`config.mk`:
```
export PLATFORM = sky130hd
export DESIGN_NAME = spi_deser_multi
export DESIGN_NICKNAME = d
export VERILOG_FILES = /design/src/rtl/spi_deser_multi.sv
export SDC_FILE = /design/constraint.sdc
export NUM_CORES = 1
export LEC_CHECK = 0
export ABC_AREA = 1
export CORE_MARGIN = 2
export CORE_UTILIZATION = 57
export DETAILED_ROUTE_END_ITERATION = 8
export GPL_ROUTABILITY_DRIVEN = 1
export PLACE_DENSITY_LB_ADDON = 0.1
export SYNTH_ARGS = -nofsm -noshare
export SYNTH_HDL_FRONTEND = slang
export SYNTH_SLANG_ARGS = --single-unit
```
`constraint.sdc`:
```
create_clock -name clk -period 3.25 [get_ports clk]
set_clock_uncertainty 0.05 [all_clocks]
set_input_delay 0.4875 -clock clk [delete_from_list [all_inputs] [get_ports clk]]
set_output_delay 0.4875 -clock clk [all_outputs]
set_load 0.1 [all_outputs]
```
`src/rtl/spi_deser_multi.sv`:
```
// spi_deser_multi: multi-lane serial-to-parallel deserialiser with valid/ready output, abort and overflow reporting
module spi_deser_multi #(
  parameter int PARALLEL_WIDTH = 96,
  parameter int LANES = 1,
  parameter bit LSB_FIRST = 1'b1,
  parameter int CNT_WIDTH = 16
) (
  input  logic                      clk,
  input  logic                      resetN,
  input  logic                      serial_ready,
  input  logic [LANES-1:0]          serial_in,
  input  logic                      parallel_ready,
  output logic                      parallel_valid,
  output logic [PARALLEL_WIDTH-1:0] parallel_out,
  output logic                      frame_abort,
  output logic                      overflow,
  input  logic                      clear_overflow,
  output logic [CNT_WIDTH-1:0]      frame_count
);
  localparam int BEATS = PARALLEL_WIDTH / LANES;
  localparam int BW = BEATS > 1 ? $clog2(BEATS) : 1;
  typedef enum logic {IDLE, COLLECT} state_e;
  state_e state_q;
  logic [BW-1:0] beat_cnt_q, k;
  logic [PARALLEL_WIDTH-1:0] shift_q, word_d, out_q;
  logic valid_q, abort_q, ovf_q, last, load, hs;
  logic [CNT_WIDTH-1:0] cnt_q;
  int pos;
  // insert the current beat into the word and decide completion, load and handshake
  always_comb begin
    k = state_q == IDLE ? '0 : beat_cnt_q;
    pos = LSB_FIRST ? int'(k) * LANES : PARALLEL_WIDTH - (int'(k) + 1) * LANES;
    word_d = shift_q;
    word_d[pos +: LANES] = serial_in;
    last = k == BW'(BEATS - 1);
    hs = valid_q && parallel_ready;
    load = serial_ready && last && (!valid_q || parallel_ready);
  end
  // FSM, shift register, holding register, abort pulse, overflow flag and frame counter
  always_ff @(posedge clk or negedge resetN) begin
    if (!resetN) begin
      state_q <= IDLE;
      beat_cnt_q <= '0;
      shift_q <= '0;
      out_q <= '0;
      valid_q <= 1'b0;
      abort_q <= 1'b0;
      ovf_q <= 1'b0;
      cnt_q <= '0;
    end else begin
      abort_q <= state_q == COLLECT && !serial_ready;
      if (serial_ready) begin
        shift_q <= word_d;
        state_q <= last ? IDLE : COLLECT;
        beat_cnt_q <= last ? '0 : k + 1'b1;
      end else begin
        state_q <= IDLE;
        beat_cnt_q <= '0;
      end
      if (load) begin
        out_q <= word_d;
        valid_q <= 1'b1;
        cnt_q <= cnt_q + 1'b1;
      end else if (hs) begin
        valid_q <= 1'b0;
      end
      if (serial_ready && last && !load) ovf_q <= 1'b1;
      else if (clear_overflow) ovf_q <= 1'b0;
    end
  end
  assign parallel_valid = valid_q;
  assign parallel_out = out_q;
  assign frame_abort = abort_q;
  assign overflow = ovf_q;
  assign frame_count = cnt_q;
endmodule
```
; ---- Word level (Yosys, flattened, before mapping)
; Index checks and enable logic that the tools add are counted.
[totals]
register_bits = 219
[op_classes]
eq_ne = 1
shifts = 2
n_reduce_logical = 11
mux = 10
add_sub_neg = 3
[op_table]
columns = operator, count
row1 = bitwise mux 96 bit, 1
row2 = variable shift 1 x 33 -> 96 bit (first input constant), 1
row3 = indexed part select 1 x 33 -> 96 bit, 1
row4 = negation 7 -> 33 bit, 1
row5 = 2-to-1 mux 7 bit, 3
row6 = adder 16 x 1 -> 16 bit (second input constant), 1
row7 = adder 7 x 1 -> 7 bit (second input constant), 1
row8 = equality test 7 bit (second input constant), 1
row9 = 2-to-1 mux 1 bit, 6
row10 = logical AND 1 bit, 5
row11 = nonzero test 2 bit, 2
row12 = logical NOT 1 bit, 3
row13 = logical OR 1 bit, 1

; ---- Longest topological paths before layout
[logic_depth]
depth_word = 7
mapped_depth = 17
mapped_depth_nobuf = 14

; ---- Worst setup path after synthesis
; No wires, ideal clock.
[synth_path]
path_type = flip-flop to flip-flop
startpoint = register state_q
endpoint = register shift_q[39]
path_stages_with_launch = 17
required_ns = 3.066
arrival_ns = 2.551
setup_time_ns = 0.134
slack_ns = 0.515
cell_sequence = dfrtp_1 > buf_4 > nand2_2 > ha_1 > nand3_2 > nor2_1 > ha_1 > clkbuf_1 > inv_1 > nor2_4 > inv_2 > nor2_2 > buf_2 > buf_4 > nand3_1 > nand3_1 > o21ai_0
[synth_between]
elab_chain_cells = 4
elab_cells_between_ends = 5
classes_between = 1 x add/sub / 2 x shift / 2 x mux
[synth_lines]
columns = item, line_no
row1 = start: declaration, 23  ; state_e state_q;
row2 = start signal: assignment, 54  ; state_q <= last ? IDLE : COLLECT;
row3 = 2-to-1 mux 7 bit (*), 31  ; k = state_q == IDLE ? '0 : beat_cnt_q;
row4 = negation 7 -> 33 bit (*), 34  ; word_d[pos +: LANES] = serial_in;
row5 = indexed part select 1 x 33 -> 96 bit or variable shift 1 x 33 -> 96 bit (tied branches), 34
row6 = bitwise mux 96 bit (*), 34
row7 = end signal: assignment, 53  ; shift_q <= word_d;
row8 = end: declaration, 25  ; logic [PARALLEL_WIDTH-1:0] shift_q, word_d, out_q;
; Mark *: on every way between the ends. The rest lies on a longest branch, timed or not.
; A chain may end at the register's enable or synchronous reset.

; ---- Final worst setup path
[layout_path]
startpoint = register state_q
endpoint = register out_q[80] (netlist: parallel_out[80])
[layout_between]
elab_chain_cells = 4
elab_cells_between_ends = 8
classes_between = 1 x add/sub / 1 x eq/ne / 2 x shift / 2 x mux / 2 x reduce/logical
[layout_lines]
columns = item, line_no
row1 = 2-to-1 mux 7 bit (*), 31
row2 = negation 7 -> 33 bit or equality test 7 bit (tied branches), "34, 35"
row3 = indexed part select 1 x 33 -> 96 bit (tied with other cells), 34
row4 = bitwise mux 96 bit or logical AND 1 bit (tied branches), "34, 37"
row5 = end signal: assignment, 61  ; out_q <= word_d;
row6 = end: declaration, 25
; Marks and branches as above.

==> reports/metrics.csv <==
stage,metric,value,unit
logic_synthesis,synth_top_area_share,49.5,%
timing,slew_headroom,34.7,%
hold_path,min-delay-start,shift_q[10]$_DFFE_PN0P_,
die,die-width,143,um
global_route,grt_overflow,0,
logic_synthesis,async_reset_ff_share,100,%
hold_path,hold_end,shift_q[10]$_DFFE_PN0P_,
worst_setup_path,required,3.65,ns
logic_synthesis,synth_cell_types,31,
die,start_util,58.7,%
global_route,grt_pass1_vias,9845,
final_layout,num_antenna_cells,0,
power_and_ir_drop,power.density,466,mW/mm2
worst_setup_path,reg2reg_depth,12,
power_and_ir_drop,p_sw,1.51,mW
global_route,grt_usage,30.3,%
route,antenna_left,0,
die,dieArea,0.0206,mm2
power_and_ir_drop,peakVddDrop,0.400,mV
timing,fmax,0.348,GHz
clocking,post_cts_resized,0,
route,dr.first_iter.drc_count,883,
clocking,cts_tree,yes,
route,firstDrtPassIters,6,
worst_setup_path,path_class,flop to flop,
clocking,cts.sinks,219,
worst_setup_path,worst-path-max-fanout,14,
route,vias,10299,
logic_synthesis,synth_ff_type,dfrtp_1,
worst_setup_path,r2r_end,parallel_out[80]$_DFFE_PN0P_,
logic_synthesis,synth.most_common_cell,nand2_1,
logic_synthesis,netlist_top_cells_area,"dfrtp_1, nand2_1, nand3_1",
logic_synthesis,ys_warn_count,0,
logic_synthesis,syn_nets,1462,
logic_synthesis,syn_inst,1452,
route,vias_per_cell,5.65,
route,avgRoutedWirePerCell,16.7,um
clocking,clk_latency,0.51,ns
logic_synthesis,synth_seq_cells,219,
timing,setup_viol,0,
hold_path,hp-class,flop to flop,
logic_synthesis,synth-seq-area-share,49.5,%
clocking,htree_levels,1,
worst_setup_path,crit_arrival,3.27,ns
global_route,grt_max_degree,122,
run_status,outcome,finished clean,
place,io_buffer_count,120,
flow_run,drv_cap,0,
timing,drv_slew,0,
timing,finalHoldViolations,0,
place,dp_hpwl,20400,um
worst_setup_path,r2r_setup_slack,0.38,ns
worst_setup_path,end_kind,flop,
place,postPlaceCellArea,0.0122,mm2
power_and_ir_drop,seqPwrFrac,46.6,%
global_route,antenna_found_initial,0,
timing,min_period,2.87,ns
clocking,cts_max_path_buffers,3,
logic_synthesis,avgSynthCellArea,7.63,um2
logic_synthesis,synth_top_area_cell,dfrtp_1,
timing,fin_crit_sh,88.4,%
power_and_ir_drop,swShare,24.8,%
worst_setup_path,cp-start-kind,flop,
clocking,hold_buffers,1,
final_layout,n_fill_cell,1620,
power_and_ir_drop,pwr-share-clk,45.4,%
timing,worst_slew_pin_slew,0.976,ns
place,routabilityCongestion,0.943,
route,drcViolationCount,0,
clocking,post-cts-setup-buffer-count,0,
power_and_ir_drop,leakage,6.77,nW
timing,tns,0,ns
final_layout,syn2layout_area_growth,17.9,%
clocking,cts.clk_slew.worst_paths,0.06,ns
hold_path,min_path_cells,2,
die,die_h,143,um
worst_setup_path,r2r-start,state_q$_DFF_PN0_,
power_and_ir_drop,p_int,4.57,mW
clocking,numCtsBuffers,24,
global_route,grt_pass1_wl,49600,um
die,rows,50,
final_layout,nNetsFinal,1555,
logic_synthesis,netlist_top_cells_count,"nand2_1, nand3_1, dfrtp_1",
final_layout,finalInstanceArea,0.0131,mm2
timing,rsz0062_at_grt,false,
final_layout,drive_gt1_share,13.6,%
logic_synthesis,netlist_area,0.0111,mm2
logic_synthesis,synth_edf_count,0,
route,drt_wl_total,30500,um
clocking,root_buffer,clkbuf_16,
die,pin_count,121,
power_and_ir_drop,comb_power_share,8.0,%
die,coreArea,0.0189,mm2
==> worst max-delay path, stage by stage (launching register included) <==
cell	delay, ns
dfrtp_1	0.39
nand2_2	0.13
ha_1	0.26
or2_2	0.30
nand2_1	0.36
inv_1	0.32
nor2_1	0.24
nand2_1	0.11
inv_1	0.21
nand2_1	0.11
nand4_1	0.13
nand3_1	0.13
nand2_1	0.09
==> cell usage in the layout (no fill, tap or decap), types with 5 or more instances in the layout <==
cell       synthesis  final
nand2_1          480    480
nand3_1          246    246
dfrtp_1          219    219
buf_4              7    135
inv_1            116    114
nand4_1           78     78
nor2_1            68     66
o21ai_1           48     48
o21ai_0           44     44
clkbuf_16          0     25
o21bai_1          12     12
clkinv_2           0      9
xor2_1             9      8
inv_2              6      7
nor3_1             7      7
nand2_2            6      6
nor2_2             5      6
xnor2_1            6      6
clkbuf_8           0      5
==> power groups by stage <==
stage | Sequential [mW] | Clock [mW] | Combinational [mW]
3_5_place_dp | 2.88 | 0 | 0.477
6_report | 2.83 | 2.76 | 0.486
3_3_place_gp | 2.88 | 0 | 0.469
4_1_cts | 2.83 | 2.80 | 0.482
2_1_floorplan | 2.88 | 0 | 0.323
5_1_grt | 2.84 | 2.91 | 0.548
==> sequential cells by signal, indices dropped and copies added (netlist names) <==
name,count
parallel_out,96
shift_q,96
frame_count,16
beat_cnt_q,7
frame_abort,1
overflow,1
parallel_valid,1
state_q,1
==> worst max path at each step <==
| stage | slack (ns) | cells past startpoint | to | from |
|---|---|---|---|---|
| floorplan | 0.52 | 16 | shift_q[39]$_DFFE_PN0P_ | state_q$_DFF_PN0_ |
| global placement | 0.50 | 12 | shift_q[56]$_DFFE_PN0P_ | state_q$_DFF_PN0_ |
| detailed placement | 0.47 | 12 | shift_q[56]$_DFFE_PN0P_ | state_q$_DFF_PN0_ |
| CTS | 0.45 | 12 | shift_q[56]$_DFFE_PN0P_ | state_q$_DFF_PN0_ |
| global route | 0.10 | 12 | shift_q[40]$_DFFE_PN0P_ | state_q$_DFF_PN0_ |
| finish | 0.38 | 12 | parallel_out[80]$_DFFE_PN0P_ | state_q$_DFF_PN0_ |
==> cells by family after synthesis <==
kind of cell	synth area share (%)
buf+inv	7.19
xor+xnor	1.73
fa+ha+maj	0.452
flops	49.5
compound gates	5.26
simple gates	35.9
==> final cells by class <==
class	count	area, um2	area share (%)
Clock buffer	31	688	5.27
Tap cell	260	325	2.49
Sequential cell	219	5480	42.0
Clock inverter	12	116	0.891
Timing Repair Buffer	145	1160	8.86
Multi-Input combinational cell	1033	4830	37.0
Inverter	122	459	3.52
==> stage by stage <==
step           cells  power (mW)  utilization (%)  worst slack (ns)  hold WS [ns]
6_report        1822        6.08             69.1             0.379         0.427
5_1_grt         1822        6.29             69.1             0.101         0.444
4_1_cts         1822        6.11             69.1             0.446         0.429
3_5_place_dp    1778        3.36             64.8             0.466         0.414
3_3_place_gp    1778        3.35             64.8             0.500         0.407
2_1_floorplan   1452        3.20                -             0.515         0.142
==> routing by layer <==
layer / vias to the layer above / GRT usage (%) / wire length, um
li1: 4943 / - / -
met4: 0 / 13.4 / 1460
met5: - / 0 / 0
met2: 397 / 50.3 / 14700
met3: 92 / 4.43 / 2040
met1: 4867 / 39.8 / 12300
Note: power is estimated with default switching activity, not from simulation.
